### config.mk
export PLATFORM = sky130hd
export DESIGN_NAME = tpu_sequencer
export DESIGN_NICKNAME = d
export VERILOG_FILES = /design/src/rtl/tpu_pkg.sv /design/src/rtl/seq_timer.sv /design/src/rtl/tpu_sequencer.sv
export SDC_FILE = /design/constraint.sdc
export NUM_CORES = 1
export LEC_CHECK = 0
export CAP_MARGIN = 0
export CORE_ASPECT_RATIO = 1.5
export CORE_UTILIZATION = 30
export CTS_BUF_LIST = sky130_fd_sc_hd__clkbuf_2
export CTS_CLUSTER_DIAMETER = 50
export CTS_CLUSTER_SIZE = 20
export DETAILED_ROUTE_END_ITERATION = 10
export SLEW_MARGIN = 20
export SYNTH_ARGS = -nofsm -noshare
export SYNTH_HDL_FRONTEND = slang
export SYNTH_HIERARCHICAL = 1
export SYNTH_SLANG_ARGS = --single-unit
### constraint.sdc
create_clock -name clk -period 5.55 [get_ports clk]
set_input_delay 0.8325 -clock clk [delete_from_list [all_inputs] [get_ports clk]]
set_output_delay 0.8325 -clock clk [all_outputs]
set_load 0.005 [all_outputs]
### src/rtl/tpu_pkg.sv
// -----------------------------------------------------------------------------
// tpu_pkg
// Shared definitions for the 2x2 TPU instruction sequencer: instruction field
// positions, opcode and FSM state encodings, and an opcode decoder that folds
// the illegal opcodes onto NOP.
// -----------------------------------------------------------------------------
package tpu_pkg;

    localparam int OPC_MSB = 15;
    localparam int OPC_LSB = 13;
    localparam int ADDR_W  = 13;

    typedef enum logic [2:0] {
        OP_NOP    = 3'b000,
        OP_LDW    = 3'b001,
        OP_LDI    = 3'b010,
        OP_MATMUL = 3'b011,
        OP_HALT   = 3'b111
    } opcode_t;

    typedef enum logic [2:0] {
        ST_IDLE,
        ST_LDW,
        ST_LDI,
        ST_COMPUTE,
        ST_HALT
    } seq_state_t;

    // Opcodes 100..110 have no meaning and are consumed as NOP.
    function automatic opcode_t decode_opcode(input logic [15:0] instr);
        logic [2:0] raw;
        raw = instr[OPC_MSB:OPC_LSB];
        case (raw)
            OP_LDW:    return OP_LDW;
            OP_LDI:    return OP_LDI;
            OP_MATMUL: return OP_MATMUL;
            OP_HALT:   return OP_HALT;
            default:   return OP_NOP;
        endcase
    endfunction

endpackage

### src/rtl/seq_timer.sv
// -----------------------------------------------------------------------------
// seq_timer
// Cycle counter bounding the time the sequencer may spend in COMPUTE.
//   clk, reset : clock, asynchronous active-high reset
//   clear      : force the count to zero (has priority over enable)
//   enable     : advance the count by one per cycle
//   expired    : count has reached TIMEOUT-1; the counter holds there
// -----------------------------------------------------------------------------
module seq_timer #(
    parameter int TIMEOUT = 64
) (
    input  logic clk,
    input  logic reset,
    input  logic clear,
    input  logic enable,
    output logic expired
);
    localparam int CNT_W = $clog2(TIMEOUT);
    localparam logic [CNT_W-1:0] LAST = CNT_W'(TIMEOUT - 1);

    logic [CNT_W-1:0] count_q;
    logic [CNT_W-1:0] count_d;

    assign expired = (count_q == LAST);

    always_comb begin
        count_d = count_q;
        if (clear) begin
            count_d = '0;
        end else if (enable && !expired) begin
            count_d = count_q + CNT_W'(1);
        end
    end

    // NOTE: sequential state is written only with non-blocking assignments so
    // every flop samples the pre-edge value, independent of block ordering.
    always_ff @(posedge clk or posedge reset) begin
        if (reset) begin
            count_q <= '0;
        end else begin
            count_q <= count_d;
        end
    end

endmodule

### src/rtl/tpu_sequencer.sv
// -----------------------------------------------------------------------------
// tpu_sequencer
// Instruction sequencer for the 2x2 TPU datapath. Accepts 16-bit instructions
// over valid/ready, decodes them and drives the datapath control strobes.
// A MATMUL holds `valid` until both accumulators have reported full (or the
// timer expires), then pulses `done`. HALT parks the sequencer until reset.
//   clk, reset         : clock, asynchronous active-high reset
//   instr_valid/instr  : instruction handshake input ([15:13] opcode, [12:0] addr)
//   instr_ready        : an instruction is accepted this cycle if instr_valid
//   acc1_full/acc2_full: accumulator full indications (may be single pulses)
//   load_weight        : one-cycle strobe after an accepted LDW
//   load_input         : one-cycle strobe after an accepted LDI
//   valid              : compute window of a MATMUL
//   base_address       : address of the last LDW/LDI/MATMUL
//   busy               : sequencer is not idle
//   done               : one-cycle pulse when a MATMUL completes normally
//   timeout_err        : sticky, a MATMUL was aborted by the timer
//   halted             : sticky, a HALT was executed
// All outputs are registered.
// -----------------------------------------------------------------------------
module tpu_sequencer #(
    parameter int TIMEOUT = 64,   // must be >= 8
    parameter int ADDR_W  = 13
) (
    input  logic              clk,
    input  logic              reset,
    input  logic              instr_valid,
    input  logic [15:0]       instr,
    output logic              instr_ready,
    input  logic              acc1_full,
    input  logic              acc2_full,
    output logic              load_weight,
    output logic              load_input,
    output logic              valid,
    output logic [ADDR_W-1:0] base_address,
    output logic              busy,
    output logic              done,
    output logic              timeout_err,
    output logic              halted
);
    import tpu_pkg::*;

    seq_state_t        state_q, state_d;
    logic              instr_ready_q, instr_ready_d;
    logic              load_weight_q, load_weight_d;
    logic              load_input_q, load_input_d;
    logic              valid_q, valid_d;
    logic [ADDR_W-1:0] base_address_q, base_address_d;
    logic              busy_q, busy_d;
    logic              done_q, done_d;
    logic              timeout_err_q, timeout_err_d;
    logic              halted_q, halted_d;
    logic              f1_q, f1_d;
    logic              f2_q, f2_d;

    logic              accept;
    opcode_t           opcode;
    logic [ADDR_W-1:0] instr_addr;
    logic              timer_enable;
    logic              timer_clear;
    logic              timer_expired;

    assign accept     = instr_valid && instr_ready_q;
    assign opcode     = decode_opcode(instr);
    assign instr_addr = ADDR_W'(instr[OPC_LSB-1:0]);

    // The timer runs only in COMPUTE and is held at zero everywhere else, so
    // it reads zero in the first COMPUTE cycle.
    assign timer_enable = (state_q == ST_COMPUTE);
    assign timer_clear  = !timer_enable;

    seq_timer #(
        .TIMEOUT(TIMEOUT)
    ) u_timer (
        .clk    (clk),
        .reset  (reset),
        .clear  (timer_clear),
        .enable (timer_enable),
        .expired(timer_expired)
    );

    always_comb begin
        // NOTE: every *_d is given a default before the case so no path leaves
        // it unassigned; a missing default here would infer a latch.
        state_d        = state_q;
        instr_ready_d  = 1'b0;
        load_weight_d  = 1'b0;
        load_input_d   = 1'b0;
        done_d         = 1'b0;
        timeout_err_d  = timeout_err_q;
        halted_d       = halted_q;
        base_address_d = base_address_q;
        f1_d           = f1_q;
        f2_d           = f2_q;

        unique case (state_q)
            ST_IDLE: begin
                instr_ready_d = !halted_q;
                if (accept) begin
                    unique case (opcode)
                        OP_LDW: begin
                            state_d        = ST_LDW;
                            load_weight_d  = 1'b1;
                            base_address_d = instr_addr;
                            instr_ready_d  = 1'b0;
                        end
                        OP_LDI: begin
                            state_d        = ST_LDI;
                            load_input_d   = 1'b1;
                            base_address_d = instr_addr;
                            instr_ready_d  = 1'b0;
                        end
                        OP_MATMUL: begin
                            state_d        = ST_COMPUTE;
                            base_address_d = instr_addr;
                            f1_d           = 1'b0;
                            f2_d           = 1'b0;
                            instr_ready_d  = 1'b0;
                        end
                        OP_HALT: begin
                            state_d       = ST_HALT;
                            halted_d      = 1'b1;
                            instr_ready_d = 1'b0;
                        end
                        default: begin
                            // NOP / illegal: consumed, stay ready.
                        end
                    endcase
                end
            end

            ST_LDW, ST_LDI: begin
                state_d       = ST_IDLE;
                instr_ready_d = 1'b1;
            end

            ST_COMPUTE: begin
                // A full seen this cycle counts together with the latched one,
                // so simultaneous pulses complete immediately.
                f1_d = f1_q || acc1_full;
                f2_d = f2_q || acc2_full;
                if (f1_d && f2_d) begin
                    state_d       = ST_IDLE;
                    done_d        = 1'b1;
                    instr_ready_d = 1'b1;
                end else if (timer_expired) begin
                    state_d       = ST_IDLE;
                    timeout_err_d = 1'b1;
                    instr_ready_d = 1'b1;
                end
            end

            ST_HALT: begin
                // Parked: not ready, no strobes, only reset leaves.
            end

            default: begin
                state_d = ST_IDLE;
            end
        endcase

        valid_d = (state_d == ST_COMPUTE);
        busy_d  = (state_d != ST_IDLE);
    end

    always_ff @(posedge clk or posedge reset) begin
        if (reset) begin
            state_q        <= ST_IDLE;
            instr_ready_q  <= 1'b0;
            load_weight_q  <= 1'b0;
            load_input_q   <= 1'b0;
            valid_q        <= 1'b0;
            base_address_q <= '0;
            busy_q         <= 1'b0;
            done_q         <= 1'b0;
            timeout_err_q  <= 1'b0;
            halted_q       <= 1'b0;
            f1_q           <= 1'b0;
            f2_q           <= 1'b0;
        end else begin
            state_q        <= state_d;
            instr_ready_q  <= instr_ready_d;
            load_weight_q  <= load_weight_d;
            load_input_q   <= load_input_d;
            valid_q        <= valid_d;
            base_address_q <= base_address_d;
            busy_q         <= busy_d;
            done_q         <= done_d;
            timeout_err_q  <= timeout_err_d;
            halted_q       <= halted_d;
            f1_q           <= f1_d;
            f2_q           <= f2_d;
        end
    end

    assign instr_ready  = instr_ready_q;
    assign load_weight  = load_weight_q;
    assign load_input   = load_input_q;
    assign valid        = valid_q;
    assign base_address = base_address_q;
    assign busy         = busy_q;
    assign done         = done_q;
    assign timeout_err  = timeout_err_q;
    assign halted       = halted_q;

endmodule

# Word-level counts from Yosys, hierarchy flattened
# Cells that the tools add are included.
dict set report totals {
  out_inout_bits 21
  in_bits 21
  register_bits 32
  wordCells 74
}
dict set report op_classes {
  reduce_logical 17
  n_mux 25
  n_eq_ne 17
  n_bitwise 1
  addsub 1
}
# operator n
set op_table {}
lappend op_table {{$pmux W3 S4} 2}
lappend op_table {{$eq A3 B2 Y1 const B} 7}
lappend op_table {{$mux W1} 14}
lappend op_table {{$mux W6} 2}
lappend op_table {{$reduce_and A3 Y1} 4}
lappend op_table {{$eq A3 B1 Y1 const B} 3}
lappend op_table {{$eq A3 B3 Y1 const B} 3}
lappend op_table {{$mux W3} 3}
lappend op_table {{$pmux W3 S3} 1}
lappend op_table {{$add A6 B1 Y6 const B} 1}
lappend op_table {{$eq A6 B6 Y1 const B} 1}
lappend op_table {{$ne A2 B2 Y1 const B} 3}
lappend op_table {{$pmux W1 S2} 2}
lappend op_table {{$reduce_or A4 Y1} 1}
lappend op_table {{$logic_and A1 B1 Y1} 3}
lappend op_table {{$logic_not A3 Y1} 1}
lappend op_table {{$pmux W1 S3} 1}
lappend op_table {{$reduce_bool A3 Y1} 1}
lappend op_table {{$reduce_or A3 Y1} 1}
lappend op_table {{$logic_not A1 Y1} 2}
lappend op_table {{$logic_or A1 B1 Y1} 2}
lappend op_table {{$reduce_bool A2 Y1} 1}
lappend op_table {{$reduce_or A2 Y1} 1}
lappend op_table {{$not A1 Y1} 1}

# Depth between registers and ports, before layout
# Gate-level depths: netlist of run 1.
dict set report depth {
  ltp_word 7
  mapped_depth 6
  mapped_depth_nobuf 6
}

# Modules after synthesis
# The synthesis of run 1 kept the hierarchy.
# mod cells_each seq_area_each_um2 instances area_each_um2
set modules_own_cells {}
lappend modules_own_cells {tpu_sequencer 77 650.6 1 1093.5}
lappend modules_own_cells {seq_timer 37 150.1 1 369.1}

# Worst setup path before layout of run 1
# OpenSTA, ideal clock, no wires.
dict set report synth_timing {
  path_type {input to register}
  from {input port instr[15]}
  to {register base_address_q[0], in the netlist base_address[0]}
  arrival_ns 1.989
  path_buffers 1
  cell_stages 5
  setup_ns 0.125
  setup_slack_ns 3.436
  t_required_ns 5.425
  cell_sequence {or4_4 nor2_4 o21a_4 buf_12 mux2_4}
}
dict set report synth_between {
  elab_chain_len 5
  elab_cells_between_ends 10
  cone_classes {eq/ne (7); mux (1); reduce/logical (2)}
}
# item line_no
set synth_lines {}
lappend synth_lines {{start: declaration} tpu_sequencer.sv:28} ;# input logic [15:0] instr,
lappend synth_lines {{$eq A3 B3 Y1 (tied with other cells)} tpu_pkg.sv:33} ;# case (raw)
lappend synth_lines {{$pmux W3 S4 (*)} tpu_pkg.sv:33}
lappend synth_lines {{$eq A3 B2 Y1 or $eq A3 B1 Y1 (tied branches)} tpu_sequencer.sv:100} ;# unique case (opcode)
lappend synth_lines {{$reduce_or A3 Y1 (no source line) (*)} n/a}
lappend synth_lines {{$reduce_and A3 Y1 (no source line) (*)} n/a}
lappend synth_lines {{end signal: assignment} tpu_sequencer.sv:186} ;# base_address_q <= base_address_d;
lappend synth_lines {{end: declaration} tpu_sequencer.sv:48} ;# logic [ADDR_W-1:0] base_address_q, base_address_d;
# Mark *: on every way between the ends. The rest lies on a longest branch, timed or not.
# A chain may end at the register's enable or synchronous reset.

# Worst setup path after layout of run 1
dict set report layout_timing {
  from {input port instr[15]}
  to {register base_address_q[6], in the netlist base_address[6]}
}
# Same word-level chain as after synthesis.

==> out/metrics.yaml, run 1 <==
seqCellArea_sq_um: 801
worstPathRequired_ns: 5.82
syn_to_final_growth_pct: 34.2
die_y_microns: 87.5
p_switching_mw: 0.193
seqPwrFrac_pct: 47.7
ir_drop_mv: 0.191
via_per_inst: 4.73
power_density_nw_per_um2: 364
leakagePower_nw: 0.868
io_pins: 42
cts_resized: 0
drtAntennaViolNets: 0
port_buffers: 41
r2r_end: "u_timer/count_q[5]$_DFFE_PP0P_"
clockPowerShare_pct: 15.2
setup_tns_ns: 0
die_x_microns: 59.0
max-slew-margin-rel_pct: 35.6
p_sw_share_pct: 27.0
combPwrFrac_pct: 37.1
die_area_sq_um: 5160
hp-start: "halted$_DFFE_PP0P_"
finalSetupViolCount: 0
route.detailed.wl_per_inst_microns: 13.6
vias: 1064
yosysSeqAreaShare_pct: 54.7
drc: 0
grt-ovfl-total: 0
cts_sinks: 32
hold_viol: 0
worst_pin_slew_ns: 0.965
yosys_warnings: 6
numCtsBuffers: 5
nets: 182
worstHoldEndpoint: "halted$_DFFE_PP0P_"
final_layout_size_suffix_gt1_share_pct: 18.0
post-route-cell-area_sq_um: 1960
intPower_mw: 0.521
synth_flop_cell: "dfrtp_1"
critPathKind: "primary input to flop"
largest_register_ffs: 13
grt_first_pass_wirelength_microns: 5030
crit_path_end_kind: "flop"
r2r-start: "state_q[2]$_DFF_PP0_"
finalCritPeriodShare_pct: 40.6
place.gp.congestion: 0.687
path_clk_slew_ns: 0.16
clock-root-buffer: "clkbuf_2"
grt_max_degree: 27
ys_types: 39
clk_latency_ns: 0.36
drt-initial-drc-count: 33
async_reset_ff_share_pct: 100
worstPathArrival_ns: 2.53
status: "finished, final reports clean"
ys_ff_latch: 32
slew_viol_final: 0
syn_nets: 136
first_pass_iters: 4
drv_cap: 0
dpl.hpwl_microns: 2300
hold_depth: 1
nFillCells: 449
rrSetupSlack_ns: 3.55
multiInputGateArea_sq_um: 601
grt_use_total_pct: 13.4
rows: 30
start_kind: "primary input"
final.min_clock_period_ns: 2.25
rsz0062_at_grt: "no"
ctsHtreeMaxLevel: 2
cp_max_fo: 13
synth-edff-count: 0
routed_wl_microns: 3070
diodes: 0
final.setup_skew_ns: 0.0179
antenna_found_initial: 0
r2r_cells: 5
tritoncts: "yes"
core_area_sq_um: 4620
hold_class: "flop to flop"
synth_area_per_cell_sq_um: 12.8
synthCells: 114
initial_core_util_pct: 31.7
grt_pass1_vias: 1117
cts_max_path_buffers: 2
place_area_sq_um: 1920
hold_buffers: 0
postCtsSetupBuffers: 0
max_freq_mhz: 444
netlist_area_sq_um: 1460
placed cells by master, fill, tap and decap left out, types with 3 or more instances in the layout:
cell             Yosys  routed
mux2_4              10      10
nor3b_1              3       3
and3_1               3       3
nor3_1               3       3
nand2_1              7       7
clkdlybuf4s50_1      0      41
dfrtp_1             32      32
inv_1                8       8
mux2_2               3       3
nand4_1              3       3
clkbuf_2             0       6
nor2_1               6       6
cells by family (layout without fill, tap and decap cells):
logic type / after synthesis / in the layout / synth area share (%)
AOI/OAI and AO/OA: 20 / 20 / 11.4
DFF: 32 / 32 / 54.7
muxes: 13 / 13 / 12.6
and+or+nand+nor: 37 / 37 / 15.6
buffers and inverters: 10 / 57 / 4.19
adders and majority gates: 2 / 2 / 1.54
how the worst max path moves through the flow:
stage | start | to | slack [ns] | depth (start not counted)
after floorplan | instr[15] | base_address[0]$_DFFE_PP0P_ | 3.44 | 5
after global placement | instr[15] | base_address[7]$_DFFE_PP0P_ | 2.92 | 5
after detailed placement | instr[15] | base_address[6]$_DFFE_PP0P_ | 2.88 | 5
after CTS | instr[15] | base_address[7]$_DFFE_PP0P_ | 3.31 | 5
after global routing | instr[15] | base_address[7]$_DFFE_PP0P_ | 3.25 | 5
final | instr[15] | base_address[6]$_DFFE_PP0P_ | 3.30 | 5
cell type report:
class                      count  area share, %
clock buffer                   6           1.53
clock inverter                 2          0.574
inverter                       8           1.53
multi-input combinational     72           30.6
sequential                    32           40.8
tap                           64           4.08
timing repair buffer          41           20.9
metal layers:
| layer | part of all wire (%) | GRT usage (%) | vias to the layer above |
|---|---|---|---|
| li1 | - | - | 508 |
| met1 | 41 | 15.4 | 513 |
| met2 | 50 | 22.2 | 35 |
| met4 | 2.3 | 5.63 | 0 |
| met5 | 0 | 0 | - |
| met3 | 6.1 | 4.75 | 8 |
through the flow:
step	utilization [%]	power [mW]	instances	setup slack (ns)	hold WS [ns]
after floorplan	-	0.463	114	3.44	0.466
after global placement	41.6	0.609	217	2.92	0.467
after detailed placement	41.6	0.613	217	2.88	0.478
after CTS	42.5	0.726	225	3.31	0.514
after global routing	42.5	0.759	225	3.25	0.545
final	42.5	0.714	225	3.30	0.506
synth_stat cells, drive strengths merged, types with 2 or more instances:
master | number | share of area [%]
and4 | 3 | 2.1
a31oi | 2 | 0.86
o311ai | 2 | 1.2
nand2 | 7 | 1.8
nand3 | 3 | 1.4
nand4 | 3 | 1.3
inv | 8 | 2.1
and3 | 3 | 1.3
buf | 2 | 2.1
a22o | 2 | 1.2
a211oi | 2 | 1.4
o21a | 2 | 1.5
mux2 | 13 | 13
dfrtp | 32 | 55
nand3b | 2 | 1.0
a21oi | 2 | 0.68
nor2 | 7 | 2.3
a21o | 2 | 1.1
nor3 | 3 | 1.0
nor3b | 3 | 1.5
power by group through the flow:
stage / logic, mW / registers, mW / clock network [mW]
4_1_cts: 0.271 / 0.341 / 0.113
2_1_floorplan: 0.120 / 0.343 / 0
3_3_place_gp: 0.267 / 0.342 / 0
6_report: 0.265 / 0.340 / 0.108
3_5_place_dp: 0.272 / 0.341 / 0
5_1_grt: 0.284 / 0.350 / 0.125
critical path, cell delays in order:
cell and delay, ns:
clkdlybuf4s50_1 0.44, or4_4 0.46, nor2_4 0.15, o21a_4 0.28, mux2_2 0.36
Note: power is estimated with default switching activity, not from simulation.
==> run 2, diff against run 1 <==
clock period = 2 ns   (was 5.55 ns; I/O delays follow)
==> run 2 against run 1 <==
  * Worst hold slack got worse by 0.35 ns
  * First-iteration DRC count fell by 55%
  * Clock skew fell by 0.0029 ns
  * Power rose to 2.8 times the previous value
  * Clock power rose to 2.7 times the previous value
  * Wire length rose by 2.4%
  * Die area did not move
==> out/metrics.yaml, run 2 (synthesis gave the netlist of run 1 again) <==
die_x_microns: 59.0  # unchanged
dpl.hpwl_microns: 2410  # was 2300 microns
r2r_cells: 4  # was 5
nets: 191  # was 182
hold_buffers: 0  # unchanged
grt-ovfl-total: 0  # unchanged
crit_chain: "or4_4 -> nor2_4 -> o21a_4 -> mux2_2"  # was clkdlybuf4s50_1 -> or4_4 -> nor2_4 -> o21a_4 -> mux2_2
drtAntennaViolNets: 0  # unchanged
clk_latency_ns: 0.36  # about the same
rsz0062_at_grt: "no"  # unchanged
max-slew-margin-rel_pct: 75.6  # was 35.6%
die_area_sq_um: 5160  # unchanged
route.met3.wl_microns: 193  # was 186 microns
rows: 30  # unchanged
initial_core_util_pct: 31.7  # unchanged
antenna_found_initial: 0  # unchanged
cts_sinks: 32  # unchanged
slew_viol_final: 0  # unchanged
dr.max_layer_used: "met4"  # unchanged
largest_register_ffs: 13  # unchanged
grt_first_pass_wirelength_microns: 5440  # was 5030 microns
final.setup_skew_ns: 0.0150  # was 0.0179 ns
routed_wl_microns: 3140  # was 3070 microns
fin_ws_ns: 0.155  # was 3.30 ns
vias: 1124  # was 1064
place_ws_ns: -0.118  # was 2.88 ns
worstPathArrival_ns: 2.10  # was 2.53 ns
finalSetupViolCount: 0  # unchanged
layout_commonest_cell: "clkdlybuf4s50_1"  # unchanged
grt_pass1_vias: 1225  # was 1117
ctsHtreeMaxLevel: 2  # unchanged
io_pins: 42  # unchanged
dp.cells: 226  # was 217
stdcell_count: 234  # was 225
drt-met1-wl_microns: 1280  # was 1270 microns
final_layout_size_suffix_gt1_share_pct: 22.4  # was 18.0%
critPathKind: "flop to flop"  # was primary input to flop
final_cell_mix: "clkdlybuf4s50_1, dfrtp_1, mux2_4, buf_4, inv_1"  # was clkdlybuf4s50_1, dfrtp_1, mux2_4, inv_1, nand2_1
numCtsBuffers: 5  # unchanged
worst_pin_slew_ns: 0.365  # was 0.965 ns
die_y_microns: 87.5  # unchanged
path_clk_slew_ns: 0.16  # about the same
syn_to_final_growth_pct: 38.7  # was 34.2%
grt_max_degree: 27  # unchanged
cp_max_fo: 13  # unchanged
clock-root-buffer: "clkbuf_2"  # unchanged
setup_tns_ns: 0  # unchanged
power_density_nw_per_um2: 995  # was 364 nW/um^2
crit_start: "state_q[2]$_DFF_PP0_"  # was instr[15]
core_area_sq_um: 4620  # unchanged
place.gp.congestion: 0.697  # was 0.687
grt_use_total_pct: 14.0  # was 13.4%
ir_drop_mv: 0.536  # was 0.191 mV
status: "finished, final reports clean"  # unchanged
cts_resized: 0  # unchanged
leakagePower_nw: 0.917  # was 0.868 nW
cts_max_path_buffers: 2  # unchanged
multiInputGateArea_sq_um: 601  # unchanged
port_buffers: 41  # unchanged
route.detailed.wl_per_inst_microns: 13.4  # was 13.6 microns
place_area_sq_um: 1990  # was 1920 sq um
seqCellArea_sq_um: 801  # unchanged
r2r_end: "base_address[6]$_DFFE_PP0P_"  # was u_timer/count_q[5]$_DFFE_PP0P_
whs_ns: 0.161  # was 0.506 ns
hold_viol: 0  # unchanged
final.min_clock_period_ns: 1.84
drc: 0  # unchanged
rrSetupSlack_ns: 0.16  # was 3.55 ns
diodes: 0  # unchanged
post-route-cell-area_sq_um: 2030  # was 1960 sq um
drv_cap: 0  # unchanged
finalCritPeriodShare_pct: 92.2
r2r-start: "state_q[2]$_DFF_PP0_"  # unchanged
nFillCells: 440  # was 449
via_per_inst: 4.80  # was 4.73
power_mw: 2.02  # was 0.714 mW
crit_path_end_kind: "flop"  # unchanged
worstPathRequired_ns: 2.26  # was 5.82 ns
wl_met2_microns: 1590  # was 1540 microns
tritoncts: "yes"  # unchanged
start_kind: "flop"  # was primary input
cpPeakStageDelay_ns: 0.56  # was 0.46 ns
hold_class: "primary input to asynchronous set/reset pin"  # was flop to flop
utilization_pct: 43.9  # was 42.5%
postCtsSetupBuffers: 0  # unchanged
first_pass_iters: 4  # unchanged
max_freq_mhz: 542
slowest_stage: "or4_4"  # unchanged
drt-initial-drc-count: 15  # was 33
[run 2: changes by cell type in the layout (fill, tap and decap cells not counted)]
cell,delta
buf_4,+9
clkbuf_2,+1
clkinvlp_4,-1
[run 2: area by class of cell]
cell class | count | area share (%)
flip-flops and latches | 32 | 39.5
multi-input cells | 72 | 29.6
repair buffers | 50 | 23.6
well taps | 64 | 3.95
clock buffers | 7 | 1.73
inverters | 8 | 1.48
clock inverters | 1 | 0.185
[run 2: how the worst max path moves through the flow]
stage                                        to  slack (ns)  cells after the start
floorplan           base_address[0]$_DFFE_PP0P_        0.20                      5
global placement    base_address[6]$_DFFE_PP0P_       -0.08                      5
detailed placement  base_address[7]$_DFFE_PP0P_       -0.12                      5
CTS                 base_address[6]$_DFFE_PP0P_        0.14                      4
global route        base_address[6]$_DFFE_PP0P_        0.08                      4
finish              base_address[6]$_DFFE_PP0P_        0.16                      4
[run 2: power by group]
part	leakage, nW	internal [mW]	switching (mW)
registers	0.414	0.825	0.106
clock network	0.0306	0.0937	0.202
logic	0.472	0.563	0.228
[run 2: routing by layer]
layer  track usage (%)  up-vias
met3              4.75        9
met4              5.84        0
li1                  -      529
met2              24.2       35
met5                 0        -
met1              15.4      551
[run 2: worst max-delay path, delay by kind of cell, from the launching register on]
family / cells / cell delay, ns
simple gates: 2 / 0.70
mux: 1 / 0.36
compound gates: 1 / 0.28
flops: 1 / 0.41
==> run 3, diff against run 2 <==
CELL_PAD_IN_SITES_DETAIL_PLACEMENT = 1   (was default)
CELL_PAD_IN_SITES_GLOBAL_PLACEMENT = 2   (was default)
DONT_BUFFER_PORTS = 1   (was default)
PLACE_DENSITY_LB_ADDON = 0.1   (was default)
RECOVER_POWER = 100   (was default)
==> run 3 against run 2 <==
  * Critical path depth stayed put
  * Clock skew is 0.0069 ns higher
  * Largest cell class unchanged
  * Combinational power is 64% lower
  * Sequential power is 3.0% higher
  * Non-clock buffer count is 43 lower
  * Highest routed layer unchanged
  * Core utilization is 9.6 points lower
  * Power is 18% lower
  * Worst hold slack worse by 0.10 ns
  * Clock-buffer cell count is 2 lower
  * Setup slack worse by 0.0069 ns
  * Via count is 15% lower
  * Cell count is 18% lower
==> out/metrics.yaml, run 3 (synthesis gave the netlist of run 1 again) <==
status: "finished, final reports clean"  # unchanged
power_mw: 1.66  # was 2.02 mW
hold_depth: 1
drc: 0  # unchanged
grt_max_degree: 27  # unchanged
core_area_sq_um: 4620  # unchanged
max_freq_mhz: 540  # was 542 MHz
worst_pin_slew_ns: 0.638  # was 0.365 ns
drtAntennaViolNets: 0  # unchanged
nets: 148  # was 191
postCtsSetupBuffers: 0  # unchanged
critPathKind: "flop to flop"  # unchanged
ir_drop_mv: 0.451  # was 0.536 mV
cp_max_fo: 13  # unchanged
routed_wl_microns: 3150  # was 3140 microns
dpl.hpwl_microns: 2360  # was 2410 microns
worstHoldEndpoint: "base_address[1]$_DFFE_PP0P_"
max-slew-margin-rel_pct: 57.5  # was 75.6%
via_per_inst: 5.03  # was 4.80
power_density_nw_per_um2: 1050  # was 995 nW/um^2
hold_class: "primary input to flop"  # was primary input to asynchronous set/reset pin
grt_pass1_vias: 1076  # was 1225
cts_resized: 0  # unchanged
place_area_sq_um: 1540  # was 1990 sq um
path_clk_slew_ns: 0.17  # was 0.16 ns
setup_tns_ns: 0  # unchanged
place.gp.congestion: 0.692  # was 0.697
route.detailed.wl_per_inst_microns: 16.5  # was 13.4 microns
io_pins: 42  # unchanged
start_kind: "flop"  # unchanged
drv_cap: 0  # unchanged
grt_use_total_pct: 14.4  # was 14.0%
hp-start: "instr[1]"
slew_viol_final: 0  # unchanged
final.min_clock_period_ns: 1.85  # was 1.84 ns
rows: 30  # unchanged
ctsHtreeMaxLevel: 2  # unchanged
combPwrFrac_pct: 17.1  # was 39.2%
intPower_mw: 1.19  # was 1.48 mW
antenna_found_initial: 0  # unchanged
cts_sinks: 32  # unchanged
rsz0062_at_grt: "no"  # unchanged
first_pass_iters: 4  # unchanged
worstPathRequired_ns: 2.25  # was 2.26 ns
whs_ns: 0.0609  # was 0.161 ns
grt_first_pass_wirelength_microns: 5470  # was 5440 microns
worstPathArrival_ns: 2.10  # about the same
clk_latency_ns: 0.35  # was 0.36 ns
layout_commonest_cell: "dfrtp_1"  # was clkdlybuf4s50_1
die_y_microns: 87.5  # unchanged
diodes: 0  # unchanged
rrSetupSlack_ns: 0.15  # was 0.16 ns
port_buffers: 0  # was 41
die_x_microns: 59.0  # unchanged
p_sw_share_pct: 28.3  # was 26.5%
r2r_end: "base_address[6]$_DFFE_PP0P_"  # unchanged
r2r-start: "state_q[1]$_DFF_PP0_"  # was state_q[2]$_DFF_PP0_
vias: 960  # was 1124
clockPowerShare_pct: 25.0  # was 14.6%
final_cell_mix: "dfrtp_1, mux2_1, inv_1, nand2_1"  # was clkdlybuf4s50_1, dfrtp_1, mux2_4, buf_4, inv_1
tritoncts: "yes"  # unchanged
leakagePower_nw: 0.719  # was 0.917 nW
hold_viol: 0  # unchanged
final.setup_skew_ns: 0.0219  # was 0.0150 ns
finalSetupViolCount: 0  # unchanged
r2r_cells: 4  # unchanged
clock-root-buffer: "clkbuf_2"  # unchanged
cts_max_path_buffers: 2  # unchanged
initial_core_util_pct: 31.7  # unchanged
largest_register_ffs: 13  # unchanged
drt-initial-drc-count: 38  # was 15
grt-ovfl-total: 0  # unchanged
finalCritPeriodShare_pct: 92.6  # was 92.2%
crit_path_end_kind: "flop"  # unchanged
die_area_sq_um: 5160  # unchanged
syn_to_final_growth_pct: 8.30  # was 38.7%
final_layout_size_suffix_gt1_share_pct: 15.0  # was 22.4%
numCtsBuffers: 5  # unchanged
p_switching_mw: 0.469  # was 0.536 mW
seqPwrFrac_pct: 57.9  # was 46.2%
post-route-cell-area_sq_um: 1580  # was 2030 sq um
run 3: metrics by stage:
step / worst slack, ns / util, % / std cells
final: 0.148 / 34.3 / 191
after global routing: 0.0562 / 34.3 / 191
after CTS: 0.0850 / 35.4 / 191
after detailed placement: 0.105 / 33.4 / 180
after global placement: 0.150 / 33.4 / 180
after floorplan: 0.196 / - / 114
run 3: how the worst max path moves through the flow:
stage	from	endpoint	slack, ns	cells past startpoint
finish	state_q[1]$_DFF_PP0_	base_address[6]$_DFFE_PP0P_	0.15	4
global route	state_q[2]$_DFF_PP0_	u_timer/count_q[1]$_DFFE_PP0P_	0.06	6
CTS	state_q[1]$_DFF_PP0_	base_address[6]$_DFFE_PP0P_	0.08	4
detailed placement	state_q[1]$_DFF_PP0_	base_address[6]$_DFFE_PP0P_	0.11	4
global placement	state_q[1]$_DFF_PP0_	base_address[5]$_DFFE_PP0P_	0.15	4
floorplan	state_q[2]$_DFF_PP0_	base_address[0]$_DFFE_PP0P_	0.20	5
run 3: routing by layer:
metal / wire, microns / vias up / share of wire [%] / global-route usage (%)
met5: 0 / - / 0 / 0
met4: 36 / 0 / 1.1 / 6.49
met3: 146 / 4 / 4.6 / 3.86
met2: 1700 / 23 / 54 / 23.6
met1: 1270 / 490 / 40 / 17.7
li1: - / 443 / - / -
run 3: cell type report:
| class | instances | area (sq um) |
|---|---|---|
| multi-input cells | 72 | 561 |
| repair buffers | 7 | 50.0 |
| fillers | 515 | 3030 |
| inverters | 8 | 30.0 |
| flip-flops and latches | 32 | 801 |
| clock buffers | 5 | 25.0 |
| well taps | 64 | 80.1 |
| clock inverters | 3 | 37.5 |
run 3: worst max-delay path, cell delays in order (launching register included):
cell and delay, ns:
dfrtp_1 0.45, or4_4 0.56, nor2_4 0.15, o21a_4 0.25, mux2_2 0.35
run 3: repair_timing:
action	4_1_cts	5_1_grt
hold endpoints to repair	34	0
hold buffers	3	0
endpoints found under the setup margin	0	0
run 3: power groups by stage:
stage	sequential, mW	clock (mW)	combinational, mW
2_1_floorplan	0.952	0	0.333
3_3_place_gp	0.985	0	0.380
3_5_place_dp	0.986	0	0.389
4_1_cts	0.974	0.450	0.397
5_1_grt	0.981	0.472	0.327
6_report	0.960	0.415	0.284
